===== config.mk =====
export PLATFORM = sky130hd
export DESIGN_NAME = regwrite_arbiter
export DESIGN_NICKNAME = d
export VERILOG_FILES = /design/src/rtl/regfile_pkg.sv /design/src/rtl/starve_counter.sv /design/src/rtl/regwrite_arbiter.sv
export SDC_FILE = /design/constraint.sdc
export NUM_CORES = 1
export LEC_CHECK = 0
export ABC_AREA = 1
export CAP_MARGIN = 20
export CORE_MARGIN = 5
export CORE_UTILIZATION = 60
export DETAILED_ROUTE_END_ITERATION = 8
export DONT_BUFFER_PORTS = 1
export PLACE_DENSITY = 0.76
export SYNTH_ARGS = -nofsm -noshare
export SYNTH_HDL_FRONTEND = slang
export SYNTH_HIERARCHICAL = 1
export SYNTH_SLANG_ARGS = --single-unit

===== constraint.sdc =====
create_clock -name clock -period 1.64 [get_ports clock]
set_input_delay 0.164 -clock clock [delete_from_list [all_inputs] [get_ports clock]]
set_output_delay 0.164 -clock clock [all_outputs]
set_load 0.1 [all_outputs]

===== src/rtl/regfile_pkg.sv =====
// Shared types and constants for the register file write path.
// Widths, the hard-wired zero register and arbiter states.
package regfile_pkg;

  localparam int DATA_W = 32;
  localparam int ADDR_W = 5;

  localparam logic [4:0] ZERO_REG = 5'd0;

  typedef enum logic {
    PRI_A,
    FORCE_B
  } arb_state_t;

endpackage


===== src/rtl/starve_counter.sv =====
// Saturating count of consecutive cycles requester B was blocked.
// Flags the cycle whose increment reaches the limit.
module starve_counter #(
  parameter int LIMIT = 4
) (
  input  logic clock,
  input  logic i_rst,
  input  logic i_clr,
  input  logic i_inc,
  output logic o_at_limit,
  output logic o_hit
);

  localparam logic [3:0] LIM = 4'(LIMIT);

  logic [3:0] r_count;

  // Clear wins over increment; hold once saturated.
  always_ff @(posedge clock) begin
    if (i_rst || i_clr) begin
      r_count <= '0;
    end else if (i_inc && (r_count != LIM)) begin
      r_count <= r_count + 4'd1;
    end
  end

  assign o_at_limit = (r_count == LIM);
  assign o_hit      = i_inc && (r_count >= (LIM - 4'd1));

endmodule


===== src/rtl/regwrite_arbiter.sv =====
// Two-requester arbiter for the single register file write port.
// A has priority; B is forced through after a bounded wait.
module regwrite_arbiter
  import regfile_pkg::*;
#(
  parameter int DATA_W       = regfile_pkg::DATA_W,
  parameter int ADDR_W       = regfile_pkg::ADDR_W,
  parameter int STARVE_LIMIT = 4
) (
  input  logic              clock,
  input  logic              reset,
  input  logic              a_valid,
  output logic              a_ready,
  input  logic [ADDR_W-1:0] a_addr,
  input  logic [DATA_W-1:0] a_data,
  input  logic              b_valid,
  output logic              b_ready,
  input  logic [ADDR_W-1:0] b_addr,
  input  logic [DATA_W-1:0] b_data,
  output logic              regWrite,
  output logic [ADDR_W-1:0] wreg,
  output logic [DATA_W-1:0] wdata,
  output logic              forced
);

  localparam logic [ADDR_W-1:0] ZERO = ADDR_W'(ZERO_REG);

  arb_state_t r_state;
  arb_state_t w_state_nxt;

  logic              r_we;
  logic [ADDR_W-1:0] r_wreg;
  logic [DATA_W-1:0] r_wdata;

  logic w_a_acc;
  logic w_b_acc;
  logic w_b_block;
  logic w_clr;
  logic w_hit;
  logic w_at_limit;

  assign w_a_acc = a_valid && a_ready;
  assign w_b_acc = b_valid && b_ready;

  // Blocked cycles derive from state, not b_ready, to keep paths short.
  assign w_b_block = b_valid && a_valid && (r_state == PRI_A);
  assign w_clr     = w_b_acc || !b_valid;

  starve_counter #(
    .LIMIT(STARVE_LIMIT)
  ) u_starve (
    .clock     (clock),
    .i_rst     (reset),
    .i_clr     (w_clr),
    .i_inc     (w_b_block),
    .o_at_limit(w_at_limit),
    .o_hit     (w_hit)
  );

  // State register.
  always_ff @(posedge clock) begin
    if (reset) begin
      r_state <= PRI_A;
    end else begin
      r_state <= w_state_nxt;
    end
  end

  // Next state and ready/forced decode; readies are held low in reset.
  always_comb begin
    w_state_nxt = r_state;
    a_ready     = 1'b0;
    b_ready     = 1'b0;
    forced      = 1'b0;
    unique case (r_state)
      PRI_A: begin
        a_ready = !reset;
        b_ready = !reset && !a_valid;
        if (w_hit || w_at_limit) begin
          w_state_nxt = FORCE_B;
        end
      end
      FORCE_B: begin
        b_ready     = !reset;
        forced      = 1'b1;
        // B is granted this cycle or has withdrawn: one slot only.
        w_state_nxt = PRI_A;
      end
      default: begin
        w_state_nxt = PRI_A;
      end
    endcase
  end

  // Output register captures the winner; $zero never gets an enable.
  always_ff @(posedge clock) begin
    if (reset) begin
      r_we    <= 1'b0;
      r_wreg  <= '0;
      r_wdata <= '0;
    end else if (w_a_acc) begin
      r_we    <= (a_addr != ZERO);
      r_wreg  <= a_addr;
      r_wdata <= a_data;
    end else if (w_b_acc) begin
      r_we    <= (b_addr != ZERO);
      r_wreg  <= b_addr;
      r_wdata <= b_data;
    end else begin
      r_we    <= 1'b0;
    end
  end

  // A pending write is squashed while reset is high.
  assign regWrite = r_we && !reset;
  assign wreg     = r_wreg;
  assign wdata    = r_wdata;

endmodule


* After elaboration in Yosys (flattened, before gate mapping)
Index checks and enable logic that the tools add are counted.
** Cells by class
- Add/sub/neg operators :: 1
- $mul :: 0
- Div/mod/pow operators :: 0
- Order comparisons :: 1
- Equal/unequal tests :: 2
- Shift operators :: 0
- Muxes and demuxes :: 11
- Bitwise operators :: 1
- Reductions and logical operators :: 17
** Operators with widths (count)
- $mux W32 :: 2
- $mux W5 :: 2
- $reduce_bool A5 Y1 :: 2
- $logic_and A1 B1 Y1 :: 8
- $mux W1 :: 5
- $add A4 B1 Y4 const B :: 1
- $eq A4 B3 Y1 const B :: 1
- $ge A4 B2 Y1 const B :: 1
- $ne A4 B3 Y1 const B :: 1
- $pmux W1 S2 :: 2
- $logic_not A1 Y1 :: 3
- $logic_or A1 B1 Y1 :: 3
- $reduce_bool A2 Y1 :: 1
- $not A1 Y1 :: 1
** Storage, ports and cells
- Register bits :: 43
- Latch bits :: 0
- Memory bits (writable) :: 0
- ROM bits :: 0
- Output and inout bits :: 41
- Word-level logic and storage cells :: 38
- Memories kept :: 0

* Logic depth before layout (Yosys ltp)
Gate-level depths: netlist of the first run.
- Word-level depth :: 6
- Mapped depth :: 8
- Depth with buffers taken out :: 7

* Modules after synthesis
The synthesis of the first run kept the hierarchy.
** Modules (own cells, without submodules)
- regwrite_arbiter :: times used 1, cells an instance 387, area each 2289.7 um^2
- starve_counter :: times used 1, cells an instance 38, area each 257.7 um^2

* Worst setup path before layout of the first run
Ideal clock, no wire load.
- Kind :: register to register
- From :: register r_state
- To :: register r_we
- Setup time :: 0.061 ns
- Arrival time :: 2.246 ns
- Slack :: -0.666 ns
- Stages on the path, launching flop included :: 8
- Path buffers :: 1
- Path through :: dfxtp_1 inv_1 nand2_1 buf_2 nand2_1 inv_1 nand3_1 nand2_1
** Between the ends
- Word-level cells in the longest chain between the ends :: 5
** Ends and longest elaborated chain
- start, declared :: RTL line regwrite_arbiter.sv:28 : arb_state_t r_state;
- start signal, assigned :: RTL line regwrite_arbiter.sv:65 : r_state <= w_state_nxt;
- $not A1 Y1
- $pmux W1 S2 (*) :: RTL line regwrite_arbiter.sv:75 : unique case (r_state)
- net b_ready :: RTL line regwrite_arbiter.sv:17 : output logic b_ready,
- $logic_and A1 B1 Y1 (*) :: RTL line regwrite_arbiter.sv:43 : assign w_b_acc = b_valid && b_ready;
- $mux W1 (*) :: RTL line regwrite_arbiter.sv:105 : end else if (w_b_acc) begin
- $mux W1 (*) :: RTL line regwrite_arbiter.sv:101 : end else if (w_a_acc) begin
- end signal, assigned :: RTL line regwrite_arbiter.sv:102 : r_we <= (a_addr != ZERO);
- end signal, assigned :: RTL line regwrite_arbiter.sv:106 : r_we <= (b_addr != ZERO);
- end, declared :: RTL line regwrite_arbiter.sv:31 : logic r_we;
The timed path passes the listed nets; every way through them passes the cells marked *.
A chain may end at the register's enable or synchronous reset.

* Final worst setup path of the first run
- From :: register r_state
- To :: register r_wdata[24] (netlist: wdata[24])
** Between the ends
- Word-level cells in the longest chain between the ends :: 4
** Ends and longest elaborated chain
- $not A1 Y1
- $pmux W1 S2 :: RTL line regwrite_arbiter.sv:75
- $logic_and A1 B1 Y1 :: RTL line regwrite_arbiter.sv:43
- $reduce_bool A2 Y1 (no source line)
- end signal, assigned :: RTL line regwrite_arbiter.sv:104 : r_wdata <= a_data;
- end signal, assigned :: RTL line regwrite_arbiter.sv:108 : r_wdata <= b_data;
- end, declared :: RTL line regwrite_arbiter.sv:33 : logic [DATA_W-1:0] r_wdata;
Several ways; a longest one is shown, not always the timed one.

==> results of run 1 <==
## path summary, 6_finish.rpt
check                                          from                  end  slack [ns]  cells after the start
worst max-delay path                        r_state            wdata[24]        0.11                      4
worst min-delay path                          reset            wdata[18]        0.01                      3
worst max register to register              r_state            wdata[24]        0.11                      4
worst min register to register  u_starve/r_count[0]  u_starve/r_count[0]        0.54                      2
## power by group through the flow
stage	clock network (W)	registers, W	logic [W]
floorplan	0	0.00176	0.000357
global placement	0	0.00119	0.00109
detailed placement	0	0.00119	0.00110
CTS	0.000669	0.00117	0.00112
global route	0.000712	0.00118	0.00119
finish	0.000650	0.00117	0.00113
## stage by stage
| step | hold WS (ns) | area, um^2 | setup TNS [ns] | setup WS, ns |
|---|---|---|---|---|
| floorplan | 0.294 | 2550 | -0.115 | -0.115 |
| global placement | 0.305 | 2860 | 0 | 0.213 |
| detailed placement | 0.307 | 2860 | 0 | 0.188 |
| CTS | 0.00132 | 2970 | 0 | 0.146 |
| global route | 0.00210 | 3000 | 0 | 0.0439 |
| finish | 0.0105 | 3000 | 0 | 0.108 |
## placed cells by master, fill, tap and decap left out, types with 3 or more instances in the layout
master / synthesis / final
sky130_fd_sc_hd__nand3_1: 39 / 39
sky130_fd_sc_hd__nand2_1: 89 / 89
sky130_fd_sc_hd__dfxtp_1: 43 / 42
sky130_fd_sc_hd__nor2_1: 86 / 85
sky130_fd_sc_hd__a31oi_1: 38 / 38
sky130_fd_sc_hd__clkbuf_8: 0 / 5
sky130_fd_sc_hd__inv_1: 85 / 84
sky130_fd_sc_hd__dlygate4sd3_1: 0 / 3
sky130_fd_sc_hd__inv_2: 4 / 4
sky130_fd_sc_hd__buf_4: 5 / 45
## sequential cells by signal, summed over array words and instances (netlist names)
signal / count
r_state: 1
r_we: 1
u_starve/r_count: 4
wdata: 32
wreg: 5
## cell type report
class | count | area (um^2) | share of cell area
multi-input cells | 266 | 1220 | 0.407
flip-flops and latches | 43 | 862 | 0.287
repair buffers | 51 | 435 | 0.145
inverters | 89 | 338 | 0.113
clock buffers | 7 | 76.3 | 0.0254
well taps | 50 | 62.6 | 0.0208
clock inverters | 1 | 5.00 | 0.00167
## critical path, cell delays in order (launching register included)
cell                       delay [ns]
sky130_fd_sc_hd__dfxtp_2         0.38
sky130_fd_sc_hd__nor2_1          0.08
sky130_fd_sc_hd__o21bai_4        0.68
sky130_fd_sc_hd__nor2_1          0.16
sky130_fd_sc_hd__nor2_1          0.16
## layer usage
metal,wire [um],part of all wire,GRT usage
met3,686,0.10,0.0574
met1,2770,0.41,0.292
met5,0,0,0
met2,3170,0.47,0.387
met4,83,0.012,0.0874
## cell families (layout without fill, tap and decap cells)
group | count (synthesis) | after routing | share of synthesized area
adders and majority gates | 2 | 2 | 0.00982
AOI/OAI and AO/OA | 44 | 44 | 0.115
and+or+nand+nor | 220 | 220 | 0.352
buffers and inverters | 116 | 148 | 0.185
DFF | 43 | 43 | 0.338
## timing repair
action                    CTS  global route
resized for setup           0             0
hold endpoints to repair   33             0
hold buffers                3             0
==> results.txt, run 1 <==
----------------------------------------------------
[Logic synthesis]
  Synth warnings ... 6
  Sequential element share of the synthesized area ... 0.338
  Synth Flop Type ... sky130_fd_sc_hd__dfxtp_1
  Most area-consuming cells after synthesis ... sky130_fd_sc_hd__dfxtp_1, sky130_fd_sc_hd__nand2_1, sky130_fd_sc_hd__nor2_1
  Synth area leader ... sky130_fd_sc_hd__dfxtp_1
  Synth top cells by count ... sky130_fd_sc_hd__nand2_1, sky130_fd_sc_hd__nor2_1, sky130_fd_sc_hd__inv_1
  Cell Area, Synth ... 2550 um^2
  Number of library cell types mapped by synthesis ... 22
  Fraction of registers with async set/reset ... 0
  Most common cell in the synthesized netlist ... sky130_fd_sc_hd__nand2_1
  Synthesized netlist cell count ... 425
  FF+latch count, synth ... 43
  Post-Syn Nets ... 505
  EDFF count, synth ... 0
  Proportion of netlist area held by the largest area contributor ... 0.338
  Post-synthesis average cell area ... 5.99 um^2

[Route]
  Residual antenna-violating net count after detailed routing ... 0
  Average wire per standard cell ... 13.2 um
  Pre-Repair DR Iteration Count ... 4
  Post-Route WL ... 6700 um
  Vias after detailed routing ... 2611
  DRC Markers ... 0
  Number of vias per cell ... 5.15
  Starting DRC count in detailed routing ... 169

[STA]
  Max Transition Viols Final ... 0
  Transition at the pin with the smallest max-transition slack ... 0.871 ns
  Worst-case headroom to the max-slew limit ... 0.418
  RSZ-0062 raised after global routing ... no
  Final setup skew ... 0.00677 ns
  Final Setup Violations ... 0
  Endpoints failing hold ... 0
  Highest achievable clock rate ... 653 MHz
  Shortest period the worst path allows ... 1.53 ns
  Final Cycle Share ... 0.934

[Floorplanning]
  Placement Rows ... 23
  Core Footprint ... 4060 um^2
  Die width ... 75.2 um
  Ports ... 119
  Starting density of the core ... 0.628
  Area enclosed by the die boundary ... 5650 um^2
  Vertical extent of the die ... 75.2 um

[Hold path]
  Path class of the lowest-slack min-delay path ... input port to flop

[Power]
  Switch share ... 0.430
  Clock power frac ... 0.221
  Cell area power density ... 981 nW/um^2
  Highest ir drop seen on vdd ... 0.541 mV
  Comb pwr share ... 0.383
  Internal power ... 0.00168 W
  Relative contribution of sequential cells to total power ... 0.396
  Leakage power ... 1.64 nW
  Net switching component of the power ... 0.00127 W
  Overall power of the completed layout ... 0.00295 W

[Placed design]
  IO Port Bufs ... 0
  Post-DP HPWL ... 4600 um
  Routability congestion estimate from global placement ... 0.811
  Number of cells in the design after placement ... 495

[GRT]
  Tot GR Track Use ... 0.233
  First-pass GRT wire length ... 10100 um
  Number of antenna violations at the first check in global routing ... 0
  Vias in the first global route ... 2271
  Leftover overflow at the end of global routing ... 0
  Largest net degree at the start of global routing ... 41

[Final layout]
  Final design utilization ... 0.740
  Filler cell count ... 371
  Final Instance Count excl. Fillers ... 507
  Proportion of layout cells with a drive suffix above 1 ... 0.147
  Number of diodes ... 0
  Final #Nets ... 536
  Synth-to-layout area growth ... 17.8%

[Clock tree]
  Post-CTS clock slew at the launch and capture registers of the worst setup and hold paths ... 0.08 ns
  Number of buffers inserted to repair setup after CTS ... 0
  Clock network latency to the later pin of the worst-skew pair ... 0.29 ns
  Sinks on Clock Net ... 43
  Total number of H-tree levels ... 2
  Clock tree buffer depth ... 2
  CTS tree ... yes
  Total CTS buffers ... 5
  Root Driver ... sky130_fd_sc_hd__clkbuf_8

[Critical path]
  Critical path startpoint category ... flop
  Worst-path fanout max ... 37
  Worst Path Class, Setup ... flop to flop
  Endpoint type of the worst setup path ... flop
  Data arrival, critical path ... 1.76 ns
  CP required ... 1.87 ns

[Run status]
  Status ... finished clean

[Job]
  Count of maximum capacitance violations ... 0

----------------------------------------------------
(Power assumes the default switching activity.)
==> run 2, diff against run 1 <==
- clock period: 1.64 -> 1.57 ns (I/O delays scaled with it)
==> run 2 against run 1 <==
Global-route usage rose by 0.066 points. Via count fell by 0.23%. Cell area is 0.42% higher. Combinational power rose by 4%. Non-clock buffer count rose by 2. Clock power grew 4.6%. Wire length is 2.7% lower. Final cell count grew 0.39%. Die area is the same. Flip-flop and latch count is the same. Sequential power up 4%. Register-to-register slack better by 0.20 ns. Critical endpoint is now b_ready.
==> results.txt, run 2 (same netlist as run 1, synthesis figures left out) <==
----------------------------------------------------
[Floorplanning]
  Vertical extent of the die ... 75.2 um (unchanged)
  Placement Rows ... 23 (unchanged)
  Core Footprint ... 4060 um^2 (unchanged)
  Die width ... 75.2 um (unchanged)
  Area enclosed by the die boundary ... 5650 um^2 (unchanged)
  Starting density of the core ... 0.628 (unchanged)
  Ports ... 119 (unchanged)

[Clock tree]
  Clock network latency to the later pin of the worst-skew pair ... 0.29 ns (about the same)
  Sinks on Clock Net ... 43 (unchanged)
  Clock tree buffer depth ... 2 (unchanged)
  Total CTS buffers ... 5 (unchanged)
  Number of buffers inserted to repair setup after CTS ... 0 (unchanged)
  Total number of H-tree levels ... 2 (unchanged)
  CTS tree ... yes (unchanged)
  Root Driver ... sky130_fd_sc_hd__clkbuf_8 (unchanged)
  Post-CTS clock slew at the launch and capture registers of the worst setup and hold paths ... 0.08 ns (about the same)

[Critical path]
  CP required ... 1.41 ns (was 1.87 ns)
  Worst-path fanout max ... 4 (was 37)
  Endpoint type of the worst setup path ... primary output (was flop)
  Max stage delay on crit path ... 0.37 ns (was 0.68 ns)
  Slowest stage cell on the critical path ... sky130_fd_sc_hd__dfxtp_4 (was sky130_fd_sc_hd__o21bai_4)
  CP most frequent cell ... sky130_fd_sc_hd__nand2_1 (was sky130_fd_sc_hd__nor2_1)
  Number of cells on the critical path ... 5 (was 4)
  Family of cells with the greatest summed delay on the critical path ... flip-flops (was compound AO/OA/AOI/OAI gates)
  FF-to-FF path depth ... 6 (was 4)
  Critical path startpoint category ... flop (unchanged)
  Data arrival, critical path ... 1.24 ns (was 1.76 ns)
  Critical path, cell by cell ... inv_1, nand2_1, nand2_1, clkinvlp_4, buf_12 (was nor2_1, o21bai_4, nor2_1, nor2_1)
  Worst Path Class, Setup ... flop to primary output (was flop to flop)
  Number of buffers and inverters on the critical path ... 3 (was 0)

[Final layout]
  Footprint of the multi-input gates ... 1220 um^2 (unchanged)
  Synth-to-layout area growth ... 18.3% (was 17.8%)
  Filler cell count ... 372 (was 371)
  Commonest non-fill, non-tap cells in the layout ... sky130_fd_sc_hd__nand2_1, sky130_fd_sc_hd__nor2_1, sky130_fd_sc_hd__inv_1, sky130_fd_sc_hd__buf_4, sky130_fd_sc_hd__dfxtp_1 (unchanged)
  Post-route cell area ... 3010 um^2 (was 3000 um^2)
  Number of flip-flops in the largest register ... 32 (unchanged)
  Final #Nets ... 538 (was 536)
  Seq. cell area ... 865 um^2 (was 862 um^2)
  Final design utilization ... 0.743 (was 0.740)
  Most common cell after layout, fill and taps aside ... sky130_fd_sc_hd__nand2_1 (unchanged)
  Proportion of layout cells with a drive suffix above 1 ... 0.155 (was 0.147)
  Number of diodes ... 0 (unchanged)

[STA]
  Worst-case headroom to the max-slew limit ... 0.334 (was 0.418)
  Final setup skew ... 0.00613 ns (was 0.00677 ns)
  Final Cycle Share ... 0.892
  Transition at the pin with the smallest max-transition slack ... 0.996 ns (was 0.871 ns)
  Worst hold slack ... 0.00381 ns (was 0.0105 ns)
  Highest achievable clock rate ... 714 MHz
  Shortest period the worst path allows ... 1.40 ns
  Max Transition Viols Final ... 0 (unchanged)
  Sum of negative setup slack ... 0 ns (unchanged)
  Final Setup Violations ... 0 (unchanged)
  Endpoints failing hold ... 0 (unchanged)
  RSZ-0062 raised after global routing ... no (unchanged)

[Route]
  Number of vias per cell ... 5.12 (was 5.15)
  Post-Route WL ... 6520 um (was 6700 um)
  Residual antenna-violating net count after detailed routing ... 0 (unchanged)
  Pre-Repair DR Iteration Count ... 4 (unchanged)
  DRC Markers ... 0 (unchanged)
  Starting DRC count in detailed routing ... 137 (was 169)
  Average wire per standard cell ... 12.8 um (was 13.2 um)
  Vias after detailed routing ... 2605 (was 2611)

[Placed design]
  Routability congestion estimate from global placement ... 0.796 (was 0.811)
  IO Port Bufs ... 0 (unchanged)
  Post-DP HPWL ... 4640 um (was 4600 um)
  Placement Cell Area ... 2900 um^2 (was 2860 um^2)

[Power]
  Relative contribution of sequential cells to total power ... 0.396 (about the same)
  Internal power ... 0.00175 W (was 0.00168 W)
  Cell area power density ... 1020 nW/um^2 (was 981 nW/um^2)
  Comb pwr share ... 0.383 (about the same)
  Clock power frac ... 0.221 (about the same)
  Leakage power ... 1.65 nW (was 1.64 nW)
  Highest ir drop seen on vdd ... 0.675 mV (was 0.541 mV)
  Switch share ... 0.432 (was 0.430)
  Net switching component of the power ... 0.00133 W (was 0.00127 W)

[GRT]
  Number of antenna violations at the first check in global routing ... 0 (unchanged)
  Tot GR Track Use ... 0.234 (was 0.233)
  Vias in the first global route ... 2400 (was 2271)
  First-pass GRT wire length ... 10300 um (was 10100 um)
  Largest net degree at the start of global routing ... 41 (unchanged)
  Leftover overflow at the end of global routing ... 0 (unchanged)

[Run status]
  Status ... finished clean (unchanged)

[Job]
  Count of maximum capacitance violations ... 0 (unchanged)

[Hold path]
  Path class of the lowest-slack min-delay path ... input port to flop (unchanged)
  Number of stages on the worst hold path ... 3 (unchanged)

----------------------------------------------------
run 2: cell types whose count changed in the layout (fill, tap and decap cells not counted), sizes merged:
cell    before  now
buf         48   50
clkinv       1    3
clkbuf       7    5
run 2: path summary, 6_finish.rpt:
kind	slack [ns]	end	start
worst max-delay path	0.17	b_ready	r_state
worst min register to register	0.53	u_starve/r_count[1]	u_starve/r_count[1]
worst min-delay path	0.004	wdata[12]	reset
worst max register to register	0.31	wdata[11]	r_state
run 2: worst reg2reg max path: stages, from the launching register on:
cell	delay (ns)
sky130_fd_sc_hd__dfxtp_4	0.37
sky130_fd_sc_hd__nor2_4	0.12
sky130_fd_sc_hd__buf_4	0.35
sky130_fd_sc_hd__nand3_1	0.12
sky130_fd_sc_hd__nand2_1	0.09
sky130_fd_sc_hd__nor2_1	0.04
sky130_fd_sc_hd__nor2_1	0.11
run 2: repair_timing:
action / 4_1_cts / 5_1_grt
gates resized for setup: 0 / 0
endpoints found under the hold margin: 27 / 0
endpoints found under the setup margin: 0 / 0
hold buffers: 3 / 0
run 2: per-stage QoR:
stage | instances | power, W | setup slack, ns
4_1_cts | 509 | 0.00310 | 0.159
6_report | 509 | 0.00308 | 0.169
3_5_place_dp | 498 | 0.00241 | 0.338
5_1_grt | 509 | 0.00323 | 0.0768
3_3_place_gp | 498 | 0.00239 | 0.381
2_1_floorplan | 425 | 0.00221 | -0.108
run 2: per-layer routing:
layer / part of all wire / track usage / vias up
li1: - / - / 1354
met1: 0.40 / 0.286 / 1140
met2: 0.48 / 0.404 / 106
met3: 0.12 / 0.0614 / 5
met4: 0.0069 / 0.0660 / 0
met5: 0 / 0 / -
run 2: power groups by stage:
stage,registers [W],logic [W],clock network [W]
floorplan,0.00184,0.000373,0
global route,0.00123,0.00126,0.000738
global placement,0.00124,0.00115,0
CTS,0.00122,0.00119,0.000697
detailed placement,0.00124,0.00116,0
finish,0.00122,0.00118,0.000680
run 2: final cells by class:
| type | count | area share |
|---|---|---|
| Clock inverter | 3 | 0.00498 |
| Tap cell | 50 | 0.0208 |
| Clock buffer | 5 | 0.0228 |
| Timing Repair Buffer | 53 | 0.147 |
| Inverter | 89 | 0.112 |
| Sequential cell | 43 | 0.287 |
| Multi-Input combinational cell | 266 | 0.406 |
==> run 3, diff against run 2 <==
- BUFFER_PORTS_ARGS: not set -> -buffer_cell sky130_fd_sc_hd__buf_2
- CORE_UTILIZATION: 60 -> 47
- DONT_BUFFER_PORTS: 1 -> not set
- PLACE_DENSITY: 0.76 -> 0.82
==> run 3 against run 2 <==
Sequential share of layout area shrank 2.5 points. Global-route usage shrank 3.7 points. Via count grew 11%. Clock skew shrank 0.0028 ns. Critical endpoint is now wdata[31]. Highest routed layer unchanged.
==> results.txt, run 3 (same netlist as run 1, synthesis figures left out) <==
----------------------------------------------------
[Run status]
  Status ... finished clean (unchanged)

[STA]
  Shortest period the worst path allows ... 1.45 ns (was 1.40 ns)
  Highest achievable clock rate ... 688 MHz (was 714 MHz)
  Final setup skew ... 0.00332 ns (was 0.00613 ns)
  Worst-case headroom to the max-slew limit ... 0.431 (was 0.334)
  Final Setup Violations ... 0 (unchanged)
  Worst hold slack ... 0.169 ns (was 0.00381 ns)
  Max Transition Viols Final ... 0 (unchanged)
  Sum of negative setup slack ... 0 ns (unchanged)
  Final Cycle Share ... 0.925 (was 0.892)
  Endpoints failing hold ... 0 (unchanged)
  Transition at the pin with the smallest max-transition slack ... 0.851 ns (was 0.996 ns)
  RSZ-0062 raised after global routing ... no (unchanged)

[Final layout]
  Seq. cell area ... 865 um^2 (unchanged)
  Number of diodes ... 0 (unchanged)
  Final Instance Count excl. Fillers ... 606 (was 509)
  Filler cell count ... 498 (was 372)
  Synth-to-layout area growth ... 29.5% (was 18.3%)
  Most common cell after layout, fill and taps aside ... sky130_fd_sc_hd__buf_2 (was sky130_fd_sc_hd__nand2_1)
  Commonest non-fill, non-tap cells in the layout ... sky130_fd_sc_hd__buf_2, sky130_fd_sc_hd__nand2_1, sky130_fd_sc_hd__nor2_1, sky130_fd_sc_hd__inv_1, sky130_fd_sc_hd__dfxtp_1 (was sky130_fd_sc_hd__nand2_1, sky130_fd_sc_hd__nor2_1, sky130_fd_sc_hd__inv_1, sky130_fd_sc_hd__buf_4, sky130_fd_sc_hd__dfxtp_1)
  Proportion of layout cells with a drive suffix above 1 ... 0.278 (was 0.155)
  Footprint of the multi-input gates ... 1220 um^2 (about the same)
  Number of flip-flops in the largest register ... 32 (unchanged)
  Final design utilization ... 0.638 (was 0.743)
  Final #Nets ... 615 (was 538)

[Power]
  Switch share ... 0.435 (was 0.432)
  Net switching component of the power ... 0.00136 W (was 0.00133 W)
  Leakage power ... 1.92 nW (was 1.65 nW)
  Relative contribution of sequential cells to total power ... 0.390 (was 0.396)
  Cell area power density ... 946 nW/um^2 (was 1020 nW/um^2)
  Highest ir drop seen on vdd ... 0.593 mV (was 0.675 mV)
  Clock power frac ... 0.213 (was 0.221)
  Comb pwr share ... 0.397 (was 0.383)
  Internal power ... 0.00176 W (was 0.00175 W)

[Clock tree]
  Number of buffers inserted to repair setup after CTS ... 0 (unchanged)
  Total number of H-tree levels ... 2 (unchanged)
  Clock tree buffer depth ... 2 (unchanged)
  Post-CTS clock slew at the launch and capture registers of the worst setup and hold paths ... 0.08 ns (about the same)
  Post-cts resize count ... 0 (unchanged)
  Hold-fix buffers at CTS ... 0 (was 3)
  Clock network latency to the later pin of the worst-skew pair ... 0.28 ns (was 0.29 ns)
  Total CTS buffers ... 5 (unchanged)
  CTS tree ... yes (unchanged)
  Sinks on Clock Net ... 43 (unchanged)
  Root Driver ... sky130_fd_sc_hd__clkbuf_8 (unchanged)

[Placed design]
  Number of cells in the design after placement ... 598 (was 498)
  IO Port Bufs ... 118 (was 0)
  Routability congestion estimate from global placement ... 0.831 (was 0.796)
  Post-DP HPWL ... 5350 um (was 4640 um)

[Critical path]
  CP required ... 1.79 ns (was 1.41 ns)
  Worst r2r src ... r_state (unchanged)
  FF-to-FF path depth ... 4 (was 6)
  R2r endpoint ... wdata[31] (was wdata[11])
  Endpoint type of the worst setup path ... flop (was primary output)
  Data arrival, critical path ... 1.67 ns (was 1.24 ns)
  Critical path startpoint category ... flop (unchanged)
  R2R setup slack ... 0.12 ns (was 0.31 ns)
  Worst Path Class, Setup ... flop to flop (was flop to primary output)
  Worst-path fanout max ... 37 (was 4)

[Hold path]
  Start point of the worst min-delay path ... a_addr[4] (was reset)
  Hold Path End ... r_we (was wdata[12])
  Path class of the lowest-slack min-delay path ... input port to flop (unchanged)
  Number of stages on the worst hold path ... 3 (unchanged)

[Floorplanning]
  Core Footprint ... 5170 um^2 (was 4060 um^2)
  Ports ... 119 (unchanged)
  Starting density of the core ... 0.493 (was 0.628)
  Die width ... 83.6 um (was 75.2 um)
  Area enclosed by the die boundary ... 6990 um^2 (was 5650 um^2)
  Placement Rows ... 26 (was 23)
  Vertical extent of the die ... 83.6 um (was 75.2 um)

[Route]
  Vias after detailed routing ... 2898 (was 2605)
  Residual antenna-violating net count after detailed routing ... 0 (unchanged)
  Number of vias per cell ... 4.78 (was 5.12)
  Post-Route WL ... 7000 um (was 6520 um)
  Starting DRC count in detailed routing ... 166 (was 137)
  DRC Markers ... 0 (unchanged)
  Average wire per standard cell ... 11.5 um (was 12.8 um)
  Pre-Repair DR Iteration Count ... 4 (unchanged)

[GRT]
  Vias in the first global route ... 2733 (was 2400)
  Tot GR Track Use ... 0.197 (was 0.234)
  Largest net degree at the start of global routing ... 38 (was 41)
  Leftover overflow at the end of global routing ... 0 (unchanged)
  Number of antenna violations at the first check in global routing ... 0 (unchanged)
  First-pass GRT wire length ... 11800 um (was 10300 um)

[Job]
  Count of maximum capacitance violations ... 0 (unchanged)

----------------------------------------------------
-- run 3: worst max path at each step --
stage / from / endpoint / slack [ns] / cells past startpoint
after global routing: r_state / wdata[0] / 0.003 / 4
after CTS: r_state / wdata[31] / 0.10 / 4
after global placement: r_state / wdata[16] / 0.19 / 4
after detailed placement: r_state / wdata[31] / 0.12 / 4
after floorplan: r_state / r_we / -0.11 / 7
final: r_state / wdata[31] / 0.12 / 4
-- run 3: routing by layer --
metal  GRT usage  up-vias  share of wire
met3      0.0592        4          0.090
met2       0.346      106           0.48
met1       0.236     1279           0.43
met4      0.0380        0         0.0054
li1            -     1509              -
met5           0        -              0
-- run 3: cell type report --
cell class	count	area share
Clock inverter	1	0.00152
Clock buffer	7	0.0231
Tap cell	70	0.0265
Multi-Input combinational cell	266	0.369
Sequential cell	43	0.262
Inverter	89	0.102
Timing Repair Buffer	130	0.215
-- run 3: critical path, cell delays in order, from the launching register on --
cell,delay [ns]
sky130_fd_sc_hd__dfxtp_4,0.36
sky130_fd_sc_hd__nor2_1,0.07
sky130_fd_sc_hd__o21bai_4,0.66
sky130_fd_sc_hd__nor2_1,0.12
sky130_fd_sc_hd__nor2_1,0.16
-- run 3: power groups by stage --
stage               combinational, W  sequential (W)  clock [W]
floorplan                   0.000373         0.00184          0
global placement             0.00123         0.00124          0
detailed placement           0.00124         0.00124          0
CTS                          0.00124         0.00122   0.000681
global route                 0.00133         0.00123   0.000732
finish                       0.00124         0.00122   0.000665
-- run 3: stage by stage --
| step | setup slack [ns] | total power (W) | cell area (um^2) |
|---|---|---|---|
| after floorplan | -0.108 | 0.00221 | 2560 |
| after global placement | 0.187 | 0.00247 | 3220 |
| after detailed placement | 0.115 | 0.00248 | 3220 |
| after CTS | 0.101 | 0.00314 | 3300 |
| after global routing | 0.00275 | 0.00329 | 3300 |
| final | 0.117 | 0.00312 | 3300 |
